<file path="src/rtl/keypad_pkg.sv">
// Shared key codes, phase encoding and power-of-ten helper for the keypad operand-entry block.
package keypad_pkg;

    localparam logic [3:0] KEY_ENTER = 4'hA;
    localparam logic [3:0] KEY_DEL   = 4'hB;
    localparam logic [3:0] KEY_CLR   = 4'hC;

    // Digit count never exceeds 4, so three bits always suffice.
    localparam int COUNT_W = 3;

    typedef enum logic [1:0] {
        PH_ENTRY_A  = 2'd0,
        PH_ENTRY_B  = 2'd1,
        PH_WAIT_DIV = 2'd2,
        PH_RESULT   = 2'd3
    } phase_t;

    function automatic int unsigned pow10(input int unsigned n);
        int unsigned r;
        r = 1;
        for (int unsigned i = 0; i < n; i++) begin
            r = r * 10;
        end
        return r;
    endfunction

endpackage

</file>
<file path="src/rtl/dec_digit_buffer.sv">
// Right-aligned BCD digit store with append/delete/clear, plus its binary value and echo.
module dec_digit_buffer
    import keypad_pkg::*;
#(
    parameter int W          = 7,
    parameter int MAX_DIGITS = 2
) (
    input  logic               clk,
    input  logic               rst,
    input  logic [3:0]         digit,
    input  logic               append,
    input  logic               del,
    input  logic               clr,
    output logic [COUNT_W-1:0] count,
    output logic [W-1:0]       value,
    output logic [15:0]        echo
);

    logic [3:0] digits [MAX_DIGITS];

    // clr together with append loads the new digit as the only digit.
    always_ff @(posedge clk or negedge rst) begin
        if (!rst) begin
            for (int i = 0; i < MAX_DIGITS; i++) begin
                digits[i] <= '0;
            end
            count <= '0;
        end else if (clr) begin
            for (int i = 0; i < MAX_DIGITS; i++) begin
                digits[i] <= '0;
            end
            if (append) begin
                digits[0] <= digit;
                count     <= COUNT_W'(1);
            end else begin
                count <= '0;
            end
        end else if (append) begin
            if (count < COUNT_W'(MAX_DIGITS)) begin
                for (int i = MAX_DIGITS - 1; i > 0; i--) begin
                    digits[i] <= digits[i-1];
                end
                digits[0] <= digit;
                count     <= count + 1'b1;
            end
        end else if (del) begin
            if (count != '0) begin
                for (int i = 0; i < MAX_DIGITS - 1; i++) begin
                    digits[i] <= digits[i+1];
                end
                digits[MAX_DIGITS-1] <= '0;
                count                <= count - 1'b1;
            end
        end
    end

    // Unused digit slots are always zero, so the sums and echo need no masking.
    always_comb begin
        value = '0;
        echo  = '0;
        for (int i = 0; i < MAX_DIGITS; i++) begin
            value = value + W'(digits[i]) * W'(pow10(i));
            echo[4*i +: 4] = digits[i];
        end
    end

endmodule

</file>
<file path="src/rtl/keypad_operand_entry.sv">
// Keypad operand-entry controller feeding the restoring divider.
// Optional macro ZERO_DIV_CHECK_EN rejects a zero divisor with an err pulse.
module keypad_operand_entry
    import keypad_pkg::*;
#(
    parameter int W          = 7,
    parameter int MAX_DIGITS = 2
) (
    input  logic         clk,
    input  logic         rst,
    input  logic [3:0]   key,
    input  logic         key_valid,
    input  logic         div_done,
    output logic [W-1:0] a_out,
    output logic [W-1:0] b_out,
    output logic         div_start,
    output logic         busy,
    output logic [1:0]   phase,
    output logic [15:0]  echo_bcd,
    output logic         err
);

    // state       | meaning
    // ENTRY_A     | typing dividend A
    // ENTRY_B     | typing divisor B, A latched
    // WAIT_DIV    | division outstanding, keys ignored
    // RESULT      | division finished, waiting for next entry
    localparam logic [1:0] ST_ENTRY_A  = PH_ENTRY_A;
    localparam logic [1:0] ST_ENTRY_B  = PH_ENTRY_B;
    localparam logic [1:0] ST_WAIT_DIV = PH_WAIT_DIV;
    localparam logic [1:0] ST_RESULT   = PH_RESULT;

    logic [1:0]         phase_q, phase_d;
    logic [W-1:0]       a_q, a_d;
    logic [W-1:0]       b_q, b_d;
    logic               start_q, start_d;
    logic               busy_q, busy_d;

    logic               buf_append, buf_del, buf_clr;
    logic [COUNT_W-1:0] count;
    logic [W-1:0]       value;
    logic               is_digit;
    logic               has_digits;

`ifdef ZERO_DIV_CHECK_EN
    logic               reject;
    logic               err_q;
`endif

    dec_digit_buffer #(
        .W          (W),
        .MAX_DIGITS (MAX_DIGITS)
    ) u_digits (
        .clk    (clk),
        .rst    (rst),
        .digit  (key),
        .append (buf_append),
        .del    (buf_del),
        .clr    (buf_clr),
        .count  (count),
        .value  (value),
        .echo   (echo_bcd)
    );

    assign is_digit   = (key <= 4'd9);
    assign has_digits = (count != '0);

    always_comb begin
        phase_d    = phase_q;
        a_d        = a_q;
        b_d        = b_q;
        start_d    = 1'b0;
        busy_d     = busy_q;
        buf_append = 1'b0;
        buf_del    = 1'b0;
        buf_clr    = 1'b0;
`ifdef ZERO_DIV_CHECK_EN
        reject     = 1'b0;
`endif
        case (phase_q)
            ST_ENTRY_A: begin
                if (key_valid) begin
                    if (is_digit) begin
                        buf_append = 1'b1;
                    end else if (key == KEY_DEL) begin
                        buf_del = 1'b1;
                    end else if (key == KEY_CLR) begin
                        buf_clr = 1'b1;
                    end else if (key == KEY_ENTER && has_digits) begin
                        a_d     = value;
                        buf_clr = 1'b1;
                        phase_d = ST_ENTRY_B;
                    end
                end
            end
            ST_ENTRY_B: begin
                if (key_valid) begin
                    if (is_digit) begin
                        buf_append = 1'b1;
                    end else if (key == KEY_DEL) begin
                        buf_del = 1'b1;
                    end else if (key == KEY_CLR) begin
                        buf_clr = 1'b1;
                        a_d     = '0;
                        phase_d = ST_ENTRY_A;
                    end else if (key == KEY_ENTER && has_digits) begin
                        buf_clr = 1'b1;
`ifdef ZERO_DIV_CHECK_EN
                        if (value == '0) begin
                            reject = 1'b1;
                        end else
`endif
                        begin
                            b_d     = value;
                            start_d = 1'b1;
                            busy_d  = 1'b1;
                            phase_d = ST_WAIT_DIV;
                        end
                    end
                end
            end
            ST_WAIT_DIV: begin
                // Keys arriving with done are dropped; only done matters here.
                if (div_done) begin
                    busy_d  = 1'b0;
                    phase_d = ST_RESULT;
                end
            end
            ST_RESULT: begin
                if (key_valid) begin
                    if (is_digit) begin
                        buf_clr    = 1'b1;
                        buf_append = 1'b1;
                        phase_d    = ST_ENTRY_A;
                    end else if (key == KEY_CLR) begin
                        buf_clr = 1'b1;
                        phase_d = ST_ENTRY_A;
                    end
                end
            end
            default: begin
                phase_d = ST_ENTRY_A;
            end
        endcase
    end

    always_ff @(posedge clk or negedge rst) begin
        if (!rst) begin
            phase_q <= ST_ENTRY_A;
            a_q     <= '0;
            b_q     <= '0;
            start_q <= 1'b0;
            busy_q  <= 1'b0;
        end else begin
            phase_q <= phase_d;
            a_q     <= a_d;
            b_q     <= b_d;
            start_q <= start_d;
            busy_q  <= busy_d;
        end
    end

`ifdef ZERO_DIV_CHECK_EN
    always_ff @(posedge clk or negedge rst) begin
        if (!rst) begin
            err_q <= 1'b0;
        end else begin
            err_q <= reject;
        end
    end
    assign err = err_q;
`else
    assign err = 1'b0;
`endif

    assign phase     = phase_q;
    assign a_out     = a_q;
    assign b_out     = b_q;
    assign div_start = start_q;
    assign busy      = busy_q;

endmodule

</file>
<file path="config.mk">
export PLATFORM = sky130hd
export DESIGN_NAME = keypad_operand_entry
export DESIGN_NICKNAME = d
export VERILOG_FILES = /design/src/rtl/keypad_pkg.sv /design/src/rtl/dec_digit_buffer.sv /design/src/rtl/keypad_operand_entry.sv
export SDC_FILE = /design/constraint.sdc
export NUM_CORES = 1
export LEC_CHECK = 0
export ABC_AREA = 1
export CORE_ASPECT_RATIO = 1.5
export CORE_MARGIN = 2
export CORE_UTILIZATION = 30
export CTS_BUF_LIST = sky130_fd_sc_hd__clkbuf_4
export CTS_CLUSTER_SIZE = 28
export DETAILED_ROUTE_END_ITERATION = 10
export PLACE_DENSITY = 0.5
export SLEW_MARGIN = 15
export SYNTH_ARGS = -nofsm -noshare
export SYNTH_HDL_FRONTEND = slang
export SYNTH_SLANG_ARGS = --single-unit
</file>
<file path="constraint.sdc">
create_clock -name clk -period 6.26 [get_ports clk]
set_clock_uncertainty 0.15 [all_clocks]
set_input_delay 1.565 -clock clk [delete_from_list [all_inputs] [get_ports clk]]
set_output_delay 1.565 -clock clk [all_outputs]
set_load 0.1 [all_outputs]
</file>
**Word-level counts from Yosys, hierarchy flattened**

Index checks and enable logic that the tools add are counted.
Widths: inputs -> output; s select.

- Add/sub/neg operators: 3
- Multipliers: 1
- $lt $le $gt $ge: 2
- Eq/ne operators: 22
- Multiplexer cells: 65
- Bitwise logic cells: 3
- Reductions and logical operators: 14

Operator list:

| cell | number |
|---|---|
| $mux 7 | 9 |
| $mux 8 | 5 |
| $mux 2 | 14 |
| $mux 1 | 27 |
| $ne 2x2->1 const B | 13 |
| $mux 3 | 5 |
| $pmux 7 s2 | 1 |
| $eq 4x4->1 const B | 3 |
| $reduce_and 12->1 | 1 |
| $reduce_and 10->1 | 1 |
| $reduce_bool 3->1 | 3 |
| $pmux 2 s4 | 1 |
| $add 4x7->7 | 1 |
| $reduce_and 7->1 | 1 |
| $mul 4x3->6 const B | 1 |
| $ne 3x3->1 const B | 2 |
| $reduce_and 6->1 | 1 |
| $eq 2x2->1 const B | 2 |
| $le 4x4->1 const B | 1 |
| $mux 4 | 1 |
| $pmux 1 s2 | 2 |
| $reduce_bool 2->1 | 2 |
| $add 3x1->3 const B | 1 |
| $lt 3x2->1 const B | 1 |
| other kinds (9) | 11 |

- Bits in registers: 29
- Input port bits: 8
- Output and inout bits: 35
- Logic and storage cells: 118

**Longest topological paths before layout**

Gate-level depths: netlist of the first run.

- Depth in word-level cells: 10
- Depth in mapped cells: 11
- Mapped depth without buffers: 11

**Modules after synthesis**

A second synthesis of the first run with hierarchy kept.

- Cells, all modules: 248
- Area, all modules: 1880.6 um2

Modules (own cells, without submodules):

| module | instances | cells an instance | area an instance (um2) | sequential area each (um2) |
|---|---|---|---|---|
| keypad_operand_entry | 1 | 118 | 947.2 | 450.4 |
| dec_digit_buffer | 1 | 130 | 933.4 | 275.3 |

**Worst setup path after synthesis of the first run**

OpenSTA, ideal clock, no wires.

- Path kind: input -> register
- Start: in key[3]
- End: reg u_digits.count[2]
- Setup time: 0.117 ns
- Data arrival time: 2.804 ns
- Required time: 5.993 ns
- Path slack: 3.188 ns
- Cell stages on the path: 10
- Path buffers: 1
- Path through: nand2_1 -> nand2_2 -> nor2_4 -> buf_2 -> fa_1 -> xnor2_1 -> xor2_1 -> nor2_1 -> nand2_1 -> nand2_1

- Longest elaborated chain between the ends: 10
- Elaborated cells between the ends (all ways): 27
- Those cells by class: 1 x order compare; 4 x eq/ne; 18 x mux; 4 x reduce/logical

Ends and longest elaborated chain:

| element | RTL line | RTL |
|---|---|---|
| start, declared | keypad_operand_entry.sv:11 | `input logic [3:0] key,` |
| $eq 4x4->1 | keypad_operand_entry.sv:89, keypad_operand_entry.sv:106 |  |
| $logic_and 1x1->1 | keypad_operand_entry.sv:89, keypad_operand_entry.sv:106 |  |
| $mux 1 | keypad_operand_entry.sv:89, keypad_operand_entry.sv:106 |  |
| $mux 1 | keypad_operand_entry.sv:102 | `end else if (key == KEY_CLR) begin` |
| $mux 1 | keypad_operand_entry.sv:85 | `end else if (key == KEY_DEL) begin` |
| $mux 1 | keypad_operand_entry.sv:98 | `if (is_digit) begin` |
| $mux 1 | keypad_operand_entry.sv:97 | `if (key_valid) begin` |
| $pmux 1 s2 | keypad_operand_entry.sv:80 | `case (phase_q)` |
| $ne 3x1->1 (no source line) or $reduce_bool 3->1 (tied branches) | -- |  |
| $reduce_and 3->1 (no source line) | -- |  |
| end signal, assigned | dec_digit_buffer.sv:44 | `count <= count + 1'b1;` |
| end signal, assigned | dec_digit_buffer.sv:52 | `count <= count - 1'b1;` |
| end, declared | dec_digit_buffer.sv:14 | `output logic [COUNT_W-1:0] count,` |

Several ways; a longest one is shown, not always the timed one.
A chain may end at the register's enable or synchronous reset.

**Worst setup path in the final report of the first run**

- Start: reg u_digits.digits (netlist bit u_digits.echo[5])
- End: out echo_bcd[5]

RTL lines:

| element | RTL line | RTL |
|---|---|---|
| start, declared | dec_digit_buffer.sv:19 | `logic [3:0] digits [MAX_DIGITS];` |
| start signal, assigned by index | dec_digit_buffer.sv:41 | `digits[i] <= digits[i-1];` |
| start signal, assigned by index | dec_digit_buffer.sv:49 | `digits[i] <= digits[i+1];` |
| end, declared | keypad_operand_entry.sv:19 | `output logic [15:0] echo_bcd,` |

No word-level cell between the ends.

==> metrics.yaml, run 1 <==
cap_violations: 0
cts_setup_buffers: 0
cpLargestDelayFamily: "buffers and inverters"
finalCriticalPeriod_ns: 3.72
io_buffers: 33
power.density_nw_per_um2: 497
finalWirelength_mm: 4.17
placedInstanceArea_um2: 2170
ys_ff_latch: 29
num_rows: 34
synth_area_per_cell_um2: 7.56
antenna_found_initial: 0
synth.distinct_cells: 26
vias_per_cell: 4.48
cpPeakStageDelay_ns: 1.18
post_drt_wl_per_cell_um: 12.0
num_io_pins: 43
ff2ff_path_depth: 10
outcome: "completed"
cts_htree_levels: 2
arrival_ns: 2.01
swShare_pct: 59.2
drc: 0
synth_edf_count: 0
fin_setup_tns_ns: 0
maxSlewHeadroom_pct: 35.0
yosysSeqAreaShare_pct: 39.7
die_area_um2: 6750
gr-usage-all-layers_pct: 14.1
dp.cells: 340
grt_pass1_vias: 1547
cts_buffers: 5
cp_num_buf_inv: 1
holdBufCountCts: 0
grt_pass1_wl_mm: 7.20
place.gp.congestion: 0.807
fill_cells: 636
clock_sinks: 29
grt_max_degree: 30
syn_area_um2: 1830
ys_warn_count: 0
final_cell_area_um2: 2220
drive_gt1_share_pct: 6.52
comb_power_share_pct: 63.7
vdd_drop_max_uv: 225
p_seq_share_pct: 26.9
hp-start: "b_out[2]"
ctsResizeCount: 0
setup_viol: 0
ys.flop_type: "dfrtp_1"
worstHoldPathCells: 2
fmax_ghz: 0.269
yosysTopAreaCellShare_pct: 39.7
ant_nets: 0
rsz0062_at_grt: "no"
clockBufferDepth: 2
critPathSlowestCell: "clkdlybuf4s50_1"
cts_tree: "built"
core_um2: 5830
clockPowerShare_pct: 9.4
antennaDiodeCount: 0
fp.dieW_um: 67.8
maxSlewViolCount: 0
crit_required_ns: 4.55
mostFrequentLayoutCells: "nand2_1 (89), clkdlybuf4s50_1 (33), dfrtp_1 (29), inv_1 (27), nor2_1 (19)"
endpoint_kind: "output port"
reg2reg_to: "a_out[6]"
ff2ff_setup_slack_ns: 3.88
ys_top_cells_by_area: "dfrtp_1 (40%), nand2_1 (18%), inv_1 (5.5%)"
r2r_start: "u_digits.echo[5]"
critPathKind: "register to output port"
die_y_um: 99.6
drt_iter0_markers: 86
start_util_pct: 31.4
area_growth_pct: 21.5
crit_fanout: 6
clk_latency_ns: 0.32
dp_hpwl_mm: 3.24
startpoint_type: "register"
cts-root-buf: "clkbuf_4"
dr.pass1.iters: 4
cts.clk_slew.worst_paths_ns: 0.09
tightest_slew_ns: 0.972
final_util_pct: 38.1
fin_crit_sh_pct: 59.4
vias: 1558
fin_nets: 292
hp-class: "register to register"
synthCells: 242
leakagePower_nw: 1.19
synth-async-reset-ratio_pct: 100
worstPathCellList: "clkdlybuf4s50_1"
yosysTopAreaCell: "dfrtp_1"
stdcell_count: 348
hold_violations: 0
grt_overflow: 0
final_common_cell: "nand2_1"
intPower_w: 0.000450
netSwitchingPower_w: 0.000654
whs_endpoint: "b_out[2]"
[routing by layer]
| metal | routed length [µm] | GRT usage [%] | vias to the layer above |
|---|---|---|---|
| met1 | 1710 | 16.4 | 722 |
| met3 | 159 | 2.71 | 5 |
| met2 | 2240 | 25.0 | 31 |
| met5 | 0 | 0 | - |
| li1 | - | - | 800 |
| met4 | 60 | 4.71 | 0 |
[metrics by stage]
| stage | hold WS [ns] | power [W] | worst slack, ns |
|---|---|---|---|
| after floorplan | 0.326 | 0.000862 | 3.19 |
| after global placement | 0.307 | 0.00101 | 2.50 |
| after detailed placement | 0.318 | 0.00101 | 2.50 |
| after CTS | 0.341 | 0.00112 | 2.49 |
| after global routing | 0.366 | 0.00119 | 2.47 |
| final | 0.335 | 0.00110 | 2.54 |
[how the worst max path moves through the flow]
stage	startpoint	to	cells past startpoint
3_5_place_dp	key[3]	b_out[6]	9
4_1_cts	u_digits.echo[5]	echo_bcd[5]	1
2_1_floorplan	key[3]	u_digits.count[2]	10
6_report	u_digits.echo[5]	echo_bcd[5]	1
5_1_grt	u_digits.echo[5]	echo_bcd[5]	1
3_3_place_gp	key[1]	b_out[6]	9
[cell type report]
type | instances | area (µm²) | share of cell area [%]
Sequential cell | 29 | 726 | 32.7
Timing Repair Buffer | 34 | 338 | 15.2
Multi-Input combinational cell | 175 | 906 | 40.8
Inverter | 30 | 113 | 5.07
Tap cell | 72 | 90.1 | 4.05
Clock buffer | 5 | 37.5 | 1.69
Clock inverter | 3 | 12.5 | 0.563
[power groups by stage]
stage               Combinational (W)  Sequential (W)  Clock, W
floorplan                    0.000271        0.000591         0
global placement             0.000707        0.000302         0
detailed placement           0.000707        0.000302         0
CTS                          0.000711        0.000298  0.000111
global route                 0.000760        0.000306  0.000119
finish                       0.000704        0.000297  0.000104
[cell usage after synthesis, drive strengths merged, types with 3 or more instances]
library cell	n
o21ai	11
xor2	4
dfrtp	29
ha	6
xnor2	3
fa	3
nand2	91
inv	29
nor2	20
nand3	11
buf	15
nand4	14
[flip-flops by register name, indices dropped and copies added (netlist names), named ones only]
name / cells
div_start: 1
u_digits.echo: 8
a_out: 7
b_out: 7
phase: 1
busy: 1
u_digits.count: 3
[kinds of logic (layout without fill, tap and decap cells)]
kind of cell             count (synthesis)  in the layout  share of synthesized area, %
AND/OR/NAND/NOR                        137            137                          32.4
XOR/XNOR                                 7              7                          3.35
adder cells (fa/ha/maj)                  9              9                          7.39
other                                    1              9                         0.205
buffers and inverters                   46             72                          12.4
AO/OA/AOI/OAI                           13             13                          4.58
flip-flops                              29             29                          39.7
Power figures use the tool's default switching activity.
==> inputs of run 2 (changes only) <==
==> constraint.sdc (replaced) <==
create_clock -name clk -period 3.7 [get_ports clk]
set_clock_uncertainty 0.15 [all_clocks]
set_input_delay 0.925 -clock clk [delete_from_list [all_inputs] [get_ports clk]]
set_output_delay 0.925 -clock clk [all_outputs]
set_load 0.1 [all_outputs]
==> run 2 against run 1 <==
Against the previous run:
- core utilization decreased by 0.77 points
- final area down 2.0%
- count of clock-buffer cells in the layout increased by 1
- global-route usage fell by 0.059 points
- critical path depth up 9
- flip-flop and latch count stayed put
==> metrics.yaml, run 2 (synthesis gave the netlist of run 1 again) <==
largest_reg_flops: 8  # unchanged
final_util_pct: 37.4  # -0.77 points
crit_required_ns: 3.76  # -0.79 ns
cp_num_buf_inv: 1  # unchanged
clockBufferDepth: 2  # unchanged
startpoint_type: "input pin"
gr-usage-all-layers_pct: 14.0  # -0.059 points
wl_met2_mm: 2.12  # -5.4%
grt_overflow: 0  # unchanged
setup_viol: 0  # unchanged
vias_per_cell: 4.45  # -0.51%
finalCriticalPeriod_ns: 2.65
crit_fanout: 13  # +7
grt_pass1_wl_mm: 7.15  # -0.76%
comb_power_share_pct: 62.9  # -0.8 points
dr.pass1.iters: 4  # unchanged
cap_violations: 0  # unchanged
drc: 0  # unchanged
setup_ws_ns: 1.05  # -1.49 ns
cts_htree_levels: 2  # unchanged
finalPower_w: 0.00185  # +68%
io_buffers: 33  # unchanged
grt_max_degree: 30  # unchanged
arrival_ns: 2.71  # +0.70 ns
top_layer: "met4"
cts.clk_slew.worst_paths_ns: 0.09  # about the same
cts-root-buf: "clkbuf_4"
antennaDiodeCount: 0  # unchanged
endpoint_kind: "register"
cts_buffers: 5  # unchanged
antenna_found_initial: 0  # unchanged
intPower_w: 0.000748  # +66%
hold_violations: 0  # unchanged
dp_hpwl_mm: 3.21  # -0.92%
mostFrequentLayoutCells: "nand2_1 (89), dfrtp_1 (29), buf_4 (29), inv_1 (27), nor2_1 (19)"
cts_setup_buffers: 0  # unchanged
rsz0062_at_grt: "no"
critPathKind: "input pin to register"
cp_common_cell: "nand2_1"
fin_setup_tns_ns: 0  # unchanged
outcome: "completed"
ant_nets: 0  # unchanged
die_y_um: 99.6  # unchanged
worstPathCellList: "clkdlybuf4s50_1, nand2_1, nand2_2, nor2_4, fa_1, xnor2_1, xor2_1, nor2_1, nand2_1, nand2_1"
place.gp.congestion: 0.824  # +2.1%
grt_pass1_vias: 1567  # +1.3%
leakagePower_nw: 1.25  # +5.4%
hp-class: "register to register"
swShare_pct: 59.6  # +0.35 points
num_rows: 34  # unchanged
num_io_pins: 43  # unchanged
drt_iter0_markers: 70  # -19%
clk_latency_ns: 0.32  # about the same
ff2ff_setup_slack_ns: 1.35  # -2.53 ns
vdd_drop_max_uv: 381  # +69%
fp.dieW_um: 67.8  # unchanged
cts_tree: "built"
post_drt_wl_per_cell_um: 11.7  # -2.5%
wl_met1_mm: 1.72  # +0.35%
start_util_pct: 31.4  # unchanged
drive_gt1_share_pct: 17.3  # +11 points
finalWirelength_mm: 4.09  # -2.0%
holdBufCountCts: 0  # unchanged
die_area_um2: 6750  # unchanged
power.density_nw_per_um2: 851  # +71%
fin_nets: 294  # +0.68%
critPathSlowestCell: "clkdlybuf4s50_1"
maxSlewViolCount: 0  # unchanged
core_um2: 5830  # unchanged
area_growth_pct: 19.0
netSwitchingPower_w: 0.00110  # +69%
fin_crit_sh_pct: 71.6
cpLargestDelayFamily: "buffers and inverters"
clock_sinks: 29  # unchanged
vias: 1559  # +0.064%
clockPowerShare_pct: 10.1  # +0.7 points
final_common_cell: "nand2_1"
cpPeakStageDelay_ns: 0.56  # -0.62 ns
ctsResizeCount: 0  # unchanged
pre_cts_ws_ns: 0.698  # -1.80 ns
fmax_ghz: 0.378
p_seq_share_pct: 27.0  # about the same
dr_wl_met3_um: 184  # +16%
fill_cells: 617  # -3.0%
==> run 2: worst paths after layout <==
| check | startpoint | to | cells after the start |
|---|---|---|---|
| min | a_out[5] | a_out[5] | 2 |
| max in group asynchronous | rst | busy | 2 |
| max | key[2] | u_digits.count[2] | 10 |
| min reg2reg | a_out[5] | a_out[5] | 2 |
| max reg2reg | u_digits.echo[5] | a_out[6] | 10 |
| min in group asynchronous | rst | a_out[5] | 2 |
==> run 2: layer usage <==
metal	GRT usage (%)	vias up
met2	23.6	39
li1	-	806
met3	3.39	8
met5	0	-
met1	16.9	706
met4	5.18	0
==> run 2: worst register-to-register path: cells and delay by family, from the launching register on <==
family,cells,cell delay [ns]
flip-flops,1,0.48
buffers and inverters,1,0.06
adder cells (fa/ha/maj),3,1.06
XOR/XNOR,1,0.19
AND/OR/NAND/NOR,5,0.35
==> run 2: power groups by stage <==
stage / Clock [W] / Combinational [W] / Sequential, W
after global placement: 0 / 0.00117 / 0.000508
final: 0.000187 / 0.00117 / 0.000499
after CTS: 0.000198 / 0.00118 / 0.000501
after global routing: 0.000218 / 0.00125 / 0.000515
after floorplan: 0 / 0.000459 / 0.000999
after detailed placement: 0 / 0.00117 / 0.000506
==> run 2: stage by stage <==
| step | instances | hold WS, ns | area [µm²] |
|---|---|---|---|
| after floorplan | 250 | 0.326 | 1860 |
| after global placement | 342 | 0.309 | 2120 |
| after detailed placement | 342 | 0.319 | 2120 |
| after CTS | 350 | 0.341 | 2180 |
| after global routing | 350 | 0.366 | 2180 |
| final | 350 | 0.331 | 2180 |
==> run 2: cell type report <==
cell class | instances | area (µm²) | share of cell area (%)
inverters | 30 | 113 | 5.17
repair buffers | 36 | 288 | 13.2
well taps | 72 | 90.1 | 4.14
multi-input cells | 175 | 906 | 41.6
clock inverters | 2 | 10.0 | 0.460
flip-flops and latches | 29 | 726 | 33.3
clock buffers | 6 | 45.0 | 2.07
